**src/rtl/liteic_slave_node_wr_arbiter_if.sv**
```systemverilog
// Write-arbiter bundle for one liteic slave node: crossbar requests and slave
// handshakes in, grant steering and per-channel phase enables out.
interface liteic_slave_node_wr_arbiter_if #(
  parameter int NUM_REQ = 4
);
  localparam int ID_WIDTH = $clog2(NUM_REQ);

  logic [NUM_REQ-1:0]  req_i;
  logic                aw_hs_i;
  logic                w_hs_i;
  logic                b_hs_i;
  logic                grant_valid_o;
  logic [NUM_REQ-1:0]  grant_onehot_o;
  logic [ID_WIDTH-1:0] grant_id_o;
  logic                aw_open_o;
  logic                w_open_o;
  logic                b_open_o;

  // Arbiter side
  modport slave (
    input  req_i, aw_hs_i, w_hs_i, b_hs_i,
    output grant_valid_o, grant_onehot_o, grant_id_o, aw_open_o, w_open_o, b_open_o
  );

  // Crossbar / slave-node side
  modport master (
    output req_i, aw_hs_i, w_hs_i, b_hs_i,
    input  grant_valid_o, grant_onehot_o, grant_id_o, aw_open_o, w_open_o, b_open_o
  );
endinterface

```
**src/rtl/liteic_slave_node_wr_arbiter.sv**
```systemverilog
// Round-robin write arbiter for a liteic slave node: grants one master slot per
// write transaction and holds it through AW/W and B phases.
module liteic_slave_node_wr_arbiter #(
  parameter int NUM_REQ = 4
) (
  input  logic                           clk_i,
  input  logic                           rst_i,
  liteic_slave_node_wr_arbiter_if.slave  bus
);
  localparam int ID_WIDTH = $clog2(NUM_REQ);

  typedef enum logic [1:0] {
    IDLE,
    ADDR_DATA,
    RESP
  } state_t;

  state_t              state;
  logic [ID_WIDTH-1:0] rr_ptr;
  logic                aw_done;
  logic                w_done;
  logic [ID_WIDTH-1:0] sel_id;
  logic                aw_done_nx;
  logic                w_done_nx;

  // First requesting slot at or after ptr, wrapping at NUM_REQ-1 -> 0.
  function automatic logic [ID_WIDTH-1:0] rr_pick(input logic [NUM_REQ-1:0]  req,
                                                  input logic [ID_WIDTH-1:0] ptr);
    logic [ID_WIDTH-1:0] pick;
    int                  idx;
    pick = ptr;
    for (int k = NUM_REQ - 1; k >= 0; k--) begin
      idx = int'(ptr) + k;
      if (idx >= NUM_REQ) idx = idx - NUM_REQ;
      if (req[ID_WIDTH'(idx)]) pick = ID_WIDTH'(idx);
    end
    return pick;
  endfunction

  assign sel_id     = rr_pick(bus.req_i, rr_ptr);
  assign aw_done_nx = aw_done | bus.aw_hs_i;
  assign w_done_nx  = w_done  | bus.w_hs_i;

  // NOTE: all state and registered outputs use non-blocking assignments so every
  // register samples the pre-edge values and simulation matches the synthesized flops.
  always_ff @(posedge clk_i or posedge rst_i) begin
    if (rst_i) begin
      state              <= IDLE;
      rr_ptr             <= '0;
      aw_done            <= 1'b0;
      w_done             <= 1'b0;
      bus.grant_valid_o  <= 1'b0;
      bus.grant_onehot_o <= '0;
      bus.grant_id_o     <= '0;
      bus.aw_open_o      <= 1'b0;
      bus.w_open_o       <= 1'b0;
      bus.b_open_o       <= 1'b0;
    end else begin
      case (state)
        IDLE: begin
          if (|bus.req_i) begin
            state              <= ADDR_DATA;
            bus.grant_id_o     <= sel_id;
            bus.grant_onehot_o <= {{(NUM_REQ-1){1'b0}}, 1'b1} << sel_id;
            bus.grant_valid_o  <= 1'b1;
            bus.aw_open_o      <= 1'b1;
            bus.w_open_o       <= 1'b1;
            aw_done            <= 1'b0;
            w_done             <= 1'b0;
          end
        end
        ADDR_DATA: begin
          // Repeated handshakes after a flag is set leave it set: harmless.
          aw_done       <= aw_done_nx;
          w_done        <= w_done_nx;
          bus.aw_open_o <= !aw_done_nx;
          bus.w_open_o  <= !w_done_nx;
          if (aw_done_nx && w_done_nx) begin
            state        <= RESP;
            bus.b_open_o <= 1'b1;
          end
        end
        RESP: begin
          if (bus.b_hs_i) begin
            state              <= IDLE;
            aw_done            <= 1'b0;
            w_done             <= 1'b0;
            rr_ptr             <= (bus.grant_id_o == ID_WIDTH'(NUM_REQ - 1)) ?
                                  '0 : bus.grant_id_o + ID_WIDTH'(1);
            bus.grant_onehot_o <= '0;
            bus.grant_valid_o  <= 1'b0;
            bus.b_open_o       <= 1'b0;
          end
        end
        default: state <= IDLE;
      endcase
    end
  end

  a_onehot0: assert property (@(posedge clk_i) disable iff (rst_i)
    $onehot0(bus.grant_onehot_o));
  a_id_match: assert property (@(posedge clk_i) disable iff (rst_i)
    bus.grant_onehot_o[bus.grant_id_o] == bus.grant_valid_o);
  a_phase_excl: assert property (@(posedge clk_i) disable iff (rst_i)
    !((bus.aw_open_o || bus.w_open_o) && bus.b_open_o));
endmodule

```
**src/flat_wrapper.sv**
```systemverilog
// flat-port wrapper written by rule: the top's interface ports become plain ports
module liteic_slave_node_wr_arbiter_flat 
#(
  parameter int NUM_REQ = 4
)
  (clk_i, rst_i, bus_req_i, bus_aw_hs_i, bus_w_hs_i, bus_b_hs_i, bus_grant_valid_o, bus_grant_onehot_o, bus_grant_id_o, bus_aw_open_o, bus_w_open_o, bus_b_open_o);
  liteic_slave_node_wr_arbiter_if #(.NUM_REQ(NUM_REQ)) bus_i ();
  input  logic clk_i;
  input  logic rst_i;
  input wire logic [$bits(bus_i.req_i)-1:0] bus_req_i;
  input wire logic [$bits(bus_i.aw_hs_i)-1:0] bus_aw_hs_i;
  input wire logic [$bits(bus_i.w_hs_i)-1:0] bus_w_hs_i;
  input wire logic [$bits(bus_i.b_hs_i)-1:0] bus_b_hs_i;
  output wire logic [$bits(bus_i.grant_valid_o)-1:0] bus_grant_valid_o;
  output wire logic [$bits(bus_i.grant_onehot_o)-1:0] bus_grant_onehot_o;
  output wire logic [$bits(bus_i.grant_id_o)-1:0] bus_grant_id_o;
  output wire logic [$bits(bus_i.aw_open_o)-1:0] bus_aw_open_o;
  output wire logic [$bits(bus_i.w_open_o)-1:0] bus_w_open_o;
  output wire logic [$bits(bus_i.b_open_o)-1:0] bus_b_open_o;
  assign bus_i.req_i = bus_req_i;
  assign bus_i.aw_hs_i = bus_aw_hs_i;
  assign bus_i.w_hs_i = bus_w_hs_i;
  assign bus_i.b_hs_i = bus_b_hs_i;
  assign bus_grant_valid_o = bus_i.grant_valid_o;
  assign bus_grant_onehot_o = bus_i.grant_onehot_o;
  assign bus_grant_id_o = bus_i.grant_id_o;
  assign bus_aw_open_o = bus_i.aw_open_o;
  assign bus_w_open_o = bus_i.w_open_o;
  assign bus_b_open_o = bus_i.b_open_o;
  liteic_slave_node_wr_arbiter #(.NUM_REQ(NUM_REQ)) u_core (.clk_i(clk_i), .rst_i(rst_i), .bus(bus_i));
endmodule
```
**config.mk**
```make
export PLATFORM = sky130hd
export DESIGN_NAME = liteic_slave_node_wr_arbiter_flat
export DESIGN_NICKNAME = d
export VERILOG_FILES = /design/src/rtl/liteic_slave_node_wr_arbiter_if.sv /design/src/rtl/liteic_slave_node_wr_arbiter.sv /design/src/flat_wrapper.sv
export SDC_FILE = /design/constraint.sdc
export NUM_CORES = 1
export LEC_CHECK = 0
export ABC_AREA = 0
export BUFFER_PORTS_ARGS = -buffer_cell sky130_fd_sc_hd__buf_2
export CAP_MARGIN = 20
export CORE_MARGIN = 3
export CORE_UTILIZATION = 57
export CTS_BUF_LIST = sky130_fd_sc_hd__clkbuf_4
export CTS_CLUSTER_SIZE = 24
export DETAILED_ROUTE_END_ITERATION = 8
export PLACE_DENSITY = 0.85
export SKIP_LAST_GASP = 1
export SYNTH_ARGS = -nofsm -noshare
export SYNTH_HDL_FRONTEND = slang
export SYNTH_SLANG_ARGS = --single-unit
```
**constraint.sdc**
```tcl
create_clock -name clk_i -period 4.6 [get_ports clk_i]
set_clock_uncertainty 0.1 [all_clocks]
set_input_delay 0.46 -clock clk_i [delete_from_list [all_inputs] [get_ports clk_i]]
set_output_delay 0.46 -clock clk_i [all_outputs]
set_load 0.02 [all_outputs]
```
# Word-level counts from Yosys, hierarchy flattened
# Cells that the tools add are included.
# totals
ramBits,0
rom_bits,0
register_bits,16
latch_bits,0
memories,0
wordCells,89
out_inout_bits,10
inputBits,9
# classes
n_reduce_logical,16
div,0
eq_ne,6
n_mux,38
n_mul,0
add_sub_neg,8
shift,1
bitwise,2
n_lt_le_gt_ge,8
# op_table
op,count
two-way mux 2 bit,12
"< comparator 2 x 4 -> 1 bit, second input constant",4
two-way mux 1 bit,12
AND reduction 3 bit,4
">= comparator 3 bit, second input constant",3
binary-select mux 1 bit (select 2 bit),4
two-way mux 4 bit,2
one-hot mux 1 bit (2 select lines),4
one-hot mux 4 bit (2 select lines),1
"subtractor 2 x 1 -> 2 bit, second input constant",4
"adder 2 x 2 -> 3 bit, second input constant",2
one-hot mux 1 bit (3 select lines),2
one-hot mux 2 bit (3 select lines),1
AND reduction 2 bit,3
nonzero test 2 bit,3
"== test 2 bit, second input constant",2
"inequality test 2 x 1 -> 1 bit, second input constant",2
OR reduction 4 bit,1
"left shift 1 x 2 -> 4 bit, first input constant",1
"adder 2 x 1 -> 3 bit, second input constant",1
">= comparator 2 x 3 -> 1 bit, second input constant",1
nonzero test 3 bit,1
"adder 2 x 1 -> 2 bit, second input constant",1
"== test 2 x 1 -> 1 bit, second input constant",1
other kinds (5),7

# Longest topological paths before layout
# logic_depth
depth_word,13
mapped_depth,5
mapped_depth_nobuf,4

# Least setup slack after synthesis
# No wires, ideal clock.
# synth_timing
path_type,in2reg
start,input port bus_req_i[2]
end,register u_core.bus.grant_onehot_o[3]
path_stages,4
path_slack_ps,3046
t_required_ps,4378
setup_ps,122
path_buffers,0
arrival_time_ps,1332
path_cell_list,nor2b_1 a2111oi_2 nor3_4 a32o_1
# synth_via
elab_chain_len,10
elab_cells_between_ends,22
cone_classes,eq/ne: 1; shift: 1; mux: 18; reduce/logical: 2
# synth_rtl
element,line,source
start: declaration,flat_wrapper.sv:10,input wire logic [$bits(bus_i.req_i)-1:0] bus_req_i;
binary-select mux 1 bit (select 2 bit),liteic_slave_node_wr_arbiter.sv:35,if (req[ID_WIDTH'(idx)]) pick = ID_WIDTH'(idx);
two-way mux 1 bit (implied by the code) (2 in series),liteic_slave_node_wr_arbiter.sv:35,
two-way mux 2 bit (4 in series),liteic_slave_node_wr_arbiter.sv:35,
left shift 1 x 2 -> 4 bit,liteic_slave_node_wr_arbiter.sv:64,"bus.grant_onehot_o <= {{(NUM_REQ-1){1'b0}}, 1'b1} << sel_id;"
two-way mux 4 bit,liteic_slave_node_wr_arbiter.sv:61,if (|bus.req_i) begin
one-hot mux 4 bit (2 select lines),liteic_slave_node_wr_arbiter.sv:59,case (state)
end signal: assignment,liteic_slave_node_wr_arbiter.sv:64,
end: declaration,liteic_slave_node_wr_arbiter_if.sv:22,"output grant_valid_o, grant_onehot_o, grant_id_o, aw_open_o, w_open_o, b_open_o"
# Several ways; a longest one is shown, not always the timed one. The select of a mux whose other input is x is not followed.
# A chain may end at the register's enable or synchronous reset.

# Worst setup path in the final report
# layout_timing
start,input port bus_req_i[1]
end,register u_core.bus.grant_onehot_o[0]
# The elaborated chain is that of the path after synthesis.

==> metrics.log <==
[metrics] placed cell count: 101
[metrics] final cell count without fillers: 105
[metrics] number of nets in the synthesized netlist: 81
[metrics] final hold slack: 0.1176 ns
[metrics] total of buffers placed on input and output ports: 18
[metrics] Buf+Inv Stages, Crit Path: 1
[metrics] number of vias after detailed routing: 625
[metrics] count of buffers added by post-CTS timing repair for setup: 0
[metrics] pin slew with the least headroom to its limit: 0.5934 ns
[metrics] setup total negative slack: 0 ns
[metrics] global placement routability congestion: 0.8863
[metrics] footprint of the multi-input gates: 339.1 sq um
[metrics] TritonCTS Sinks: 16
[metrics] antenna violations before repair: 0
[metrics] starting utilization of the core area: 64.35%
[metrics] antenna diode instance count: 0
[metrics] wire length of the first global-routing pass: 2518 um
[metrics] count of max-cap constraint violations: 0
[metrics] number of global-route vias before repair: 557
[metrics] worst IR drop on VDD: 0.0003787 V
[metrics] floorplan row count: 12
[metrics] critical path class: in2reg
[metrics] number of nets with antenna violations after routing: 0
[metrics] post-route core utilization: 74.89%
[metrics] portion of the post-synthesis area used by sequential elements: 52.46%
[metrics] Fillers: 81
[metrics] slowest stage cell on the critical path: sky130_fd_sc_hd__nor4_2
[metrics] Tmin final: 1.582 ns
[metrics] Die Span Y: 42.59 um
[metrics] synthesized instance count: 71
[metrics] cts hold-fix bufs: 0
[metrics] Inserted Clock Buffers: 3
[metrics] Finish-stage setup viols: 0
[metrics] adder-cell area share of the yosys netlist: 1.639%
[metrics] latest clock arrival within the worst-skew pair: 0.29 ns
[metrics] number of distinct library cell variants in the gate-level netlist after synthesis: 31
[metrics] Overall Global Routing Usage: 18.82%
[metrics] static leakage: 0.4214 nW
[metrics] yosys synthesis warning count: 0
[metrics] post-synthesis to final-layout area growth: 16.39%
[metrics] xor/xnor share of the synthesized area: 0%
[metrics] aggregate routed wire length: 1542 um
[metrics] x dimension of the die: 42.59 um
[metrics] DRC violations left: 0
[metrics] final hold viol count: 0
[metrics] CTS tree: yes
[metrics] arrival time of the worst setup path: 1.68 ns
[metrics] average vias per placed instance: 5.952
[metrics] post_cts resized: 0
[metrics] average cell area after synthesis: 10.75 sq um
[metrics] result of the run: completed
[metrics] number of detailed-routing iterations run before antenna repair: 4
[metrics] async set or reset register ratio after synthesis: 100.0%
[metrics] endpoint required time on the critical path: 4.70 ns
[metrics] critical path's top delay family: simple AND/OR/NAND/NOR gates
[metrics] Final Cycle Share: 34.39%
[metrics] type of destination of the critical path: flop
[metrics] combinational family with the most area after synthesis: simple AND/OR/NAND/NOR gates
[metrics] grt total ovfl: 0
[metrics] top_reg_cell synth: sky130_fd_sc_hd__dfrtp_1
[metrics] simple-gate portion of the synthesized area: 20.16%
[metrics] total standard cell area after synthesis: 763.2 sq um
[metrics] Fmax achieved: 0.6321 GHz
[metrics] detailed placement HPWL: 1132 um
[metrics] Root Buffer Master: sky130_fd_sc_hd__clkbuf_4
[metrics] average wire per cell in the routed design: 14.69 um
[metrics] area taken by flip-flops and latches: 400.4 sq um
[metrics] count of state elements after synthesis: 16
[metrics] Overall Power: 0.0005970 W
[metrics] number of DRC violations after detailed-routing iteration 0: 17
[metrics] number of synthesized flops with an enable pin: 0
[metrics] CP cell instances: buf_2 > nor4_2 > or3_1 > nor3_4 > a211oi_1
[metrics] top-level I/O count: 19
[metrics] maximum cell stage delay along the critical path: 0.40 ns
[metrics] unrepaired setup endpoints after global routing: false
[metrics] total count of max-transition violations in the final report: 0
[metrics] pwr/cell area: 672.0 nW/um^2
[metrics] type of the tightest min-delay check: in2async
[metrics] highest fanout seen on the critical path: 8
[metrics] buffer depth of the longest clock path: 2
[metrics] complex-gate fraction of the synthesized area: 19.67%
[metrics] clock-pin transition on the worst setup and hold timing paths: 0.09 ns
[metrics] overall die area: 1814 sq um
[metrics] share of synthesized area spent on multiplexers: 2.951%
[metrics] deepest level of the CTS H-tree: 1
[metrics] core outline area: 1186 sq um
[metrics] type of element launching the critical path: primary input
[metrics] fraction of final layout cells sized beyond drive strength 1: 28.57%
[metrics] Relative slew margins: 60.40%
[metrics] count of nets after finishing: 102
[metrics] largest net degree at the start of global routing: 17
logic make-up (layout without fill, tap and decap cells):
family / after synthesis / count (layout)
buf+inv: 6 / 26
mux: 2 / 2
simple gates: 26 / 26
flops: 16 / 16
compound gates: 20 / 20
fa+ha+maj: 1 / 1
report_power, final:
group	switching [W]	internal (W)
logic	0.000166	0.000108
registers	0.0000451	0.000202
clock network	0.0000449	0.0000316
final timing paths:
check	startpoint	endpoint	slack, ns	cells after the start
hold / removal	rst_i	u_core.bus.b_open_o	0.12	2
max in group asynchronous	rst_i	u_core.rr_ptr[0]	3.90	2
setup / recovery	bus_req_i[1]	u_core.bus.grant_onehot_o[0]	3.02	5
setup reg to reg	u_core.state[1]	u_core.bus.grant_onehot_o[1]	3.02	3
min in group clk_i	bus_b_hs_i	u_core.state[1]	0.38	3
hold reg to reg	u_core.bus.b_open_o	u_core.bus.b_open_o	0.39	1
Yosys cell counts (2+ instances only):
cell type | count | area, sq um
sky130_fd_sc_hd__a31o_1 | 2 | 17.52
sky130_fd_sc_hd__nor2_1 | 5 | 18.77
sky130_fd_sc_hd__mux2_1 | 2 | 22.52
sky130_fd_sc_hd__o31ai_1 | 2 | 15.01
sky130_fd_sc_hd__o21a_1 | 2 | 15.01
sky130_fd_sc_hd__dfrtp_1 | 16 | 400.4
sky130_fd_sc_hd__nor3_1 | 2 | 10.01
sky130_fd_sc_hd__nand2_1 | 5 | 18.77
sky130_fd_sc_hd__nand2b_1 | 3 | 18.77
sky130_fd_sc_hd__nor2b_1 | 2 | 12.51
sky130_fd_sc_hd__o22ai_1 | 2 | 12.51
sky130_fd_sc_hd__nand3_1 | 2 | 10.01
sky130_fd_sc_hd__a211oi_1 | 2 | 15.01
sky130_fd_sc_hd__inv_1 | 3 | 11.26
sky130_fd_sc_hd__o22a_1 | 2 | 17.52
sky130_fd_sc_hd__a21oi_1 | 4 | 20.02
routing by layer:
metal | GRT usage (%) | share of wire [%] | up-vias
met4 | 9.317 | 2.9 | 0
met5 | 0 | 0 | -
met3 | 2.575 | 4.9 | 7
met1 | 27.82 | 48 | 298
met2 | 26.75 | 44 | 19
li1 | - | - | 301
cell type report:
| class | instances | area share [%] |
|---|---|---|
| Clock buffer | 3 | 2.535 |
| Multi-Input combinational cell | 49 | 38.17 |
| Clock inverter | 1 | 0.4225 |
| Inverter | 4 | 1.690 |
| Tap cell | 14 | 1.972 |
| Sequential cell | 16 | 45.07 |
| Timing Repair Buffer | 18 | 10.14 |
worst reg2reg max path, cell delays in order (launching register included):
cell	delay (ns)
sky130_fd_sc_hd__dfrtp_1	0.44
sky130_fd_sc_hd__or3_1	0.52
sky130_fd_sc_hd__and3_1	0.24
sky130_fd_sc_hd__a31o_1	0.18
flip-flops by register name, summed over array words and instances, names as in the netlist:
signal	cells
u_core.state	2
u_core.bus.aw_open_o	1
u_core.w_done	1
u_core.bus.grant_id_o	2
u_core.rr_ptr	2
u_core.bus.grant_onehot_o	4
u_core.bus.grant_valid_o	1
u_core.aw_done	1
u_core.bus.b_open_o	1
u_core.bus.w_open_o	1
cell usage in the layout, fill, tap and decap left out, drive strengths merged, types with 3 or more instances in the layout:
master,n
nand2,5
nor2,5
buf,18
a21oi,4
nor3,4
clkbuf,3
inv,4
nand2b,3
dfrtp,16
per-stage QoR:
step,area (sq um),setup slack (ns)
after detailed placement,862.1,2.739
after global placement,862.1,2.749
final,888.4,3.018
after global routing,888.4,2.830
after CTS,888.4,3.007
after floorplan,763.2,3.046
Power figures use the tool's default switching activity.
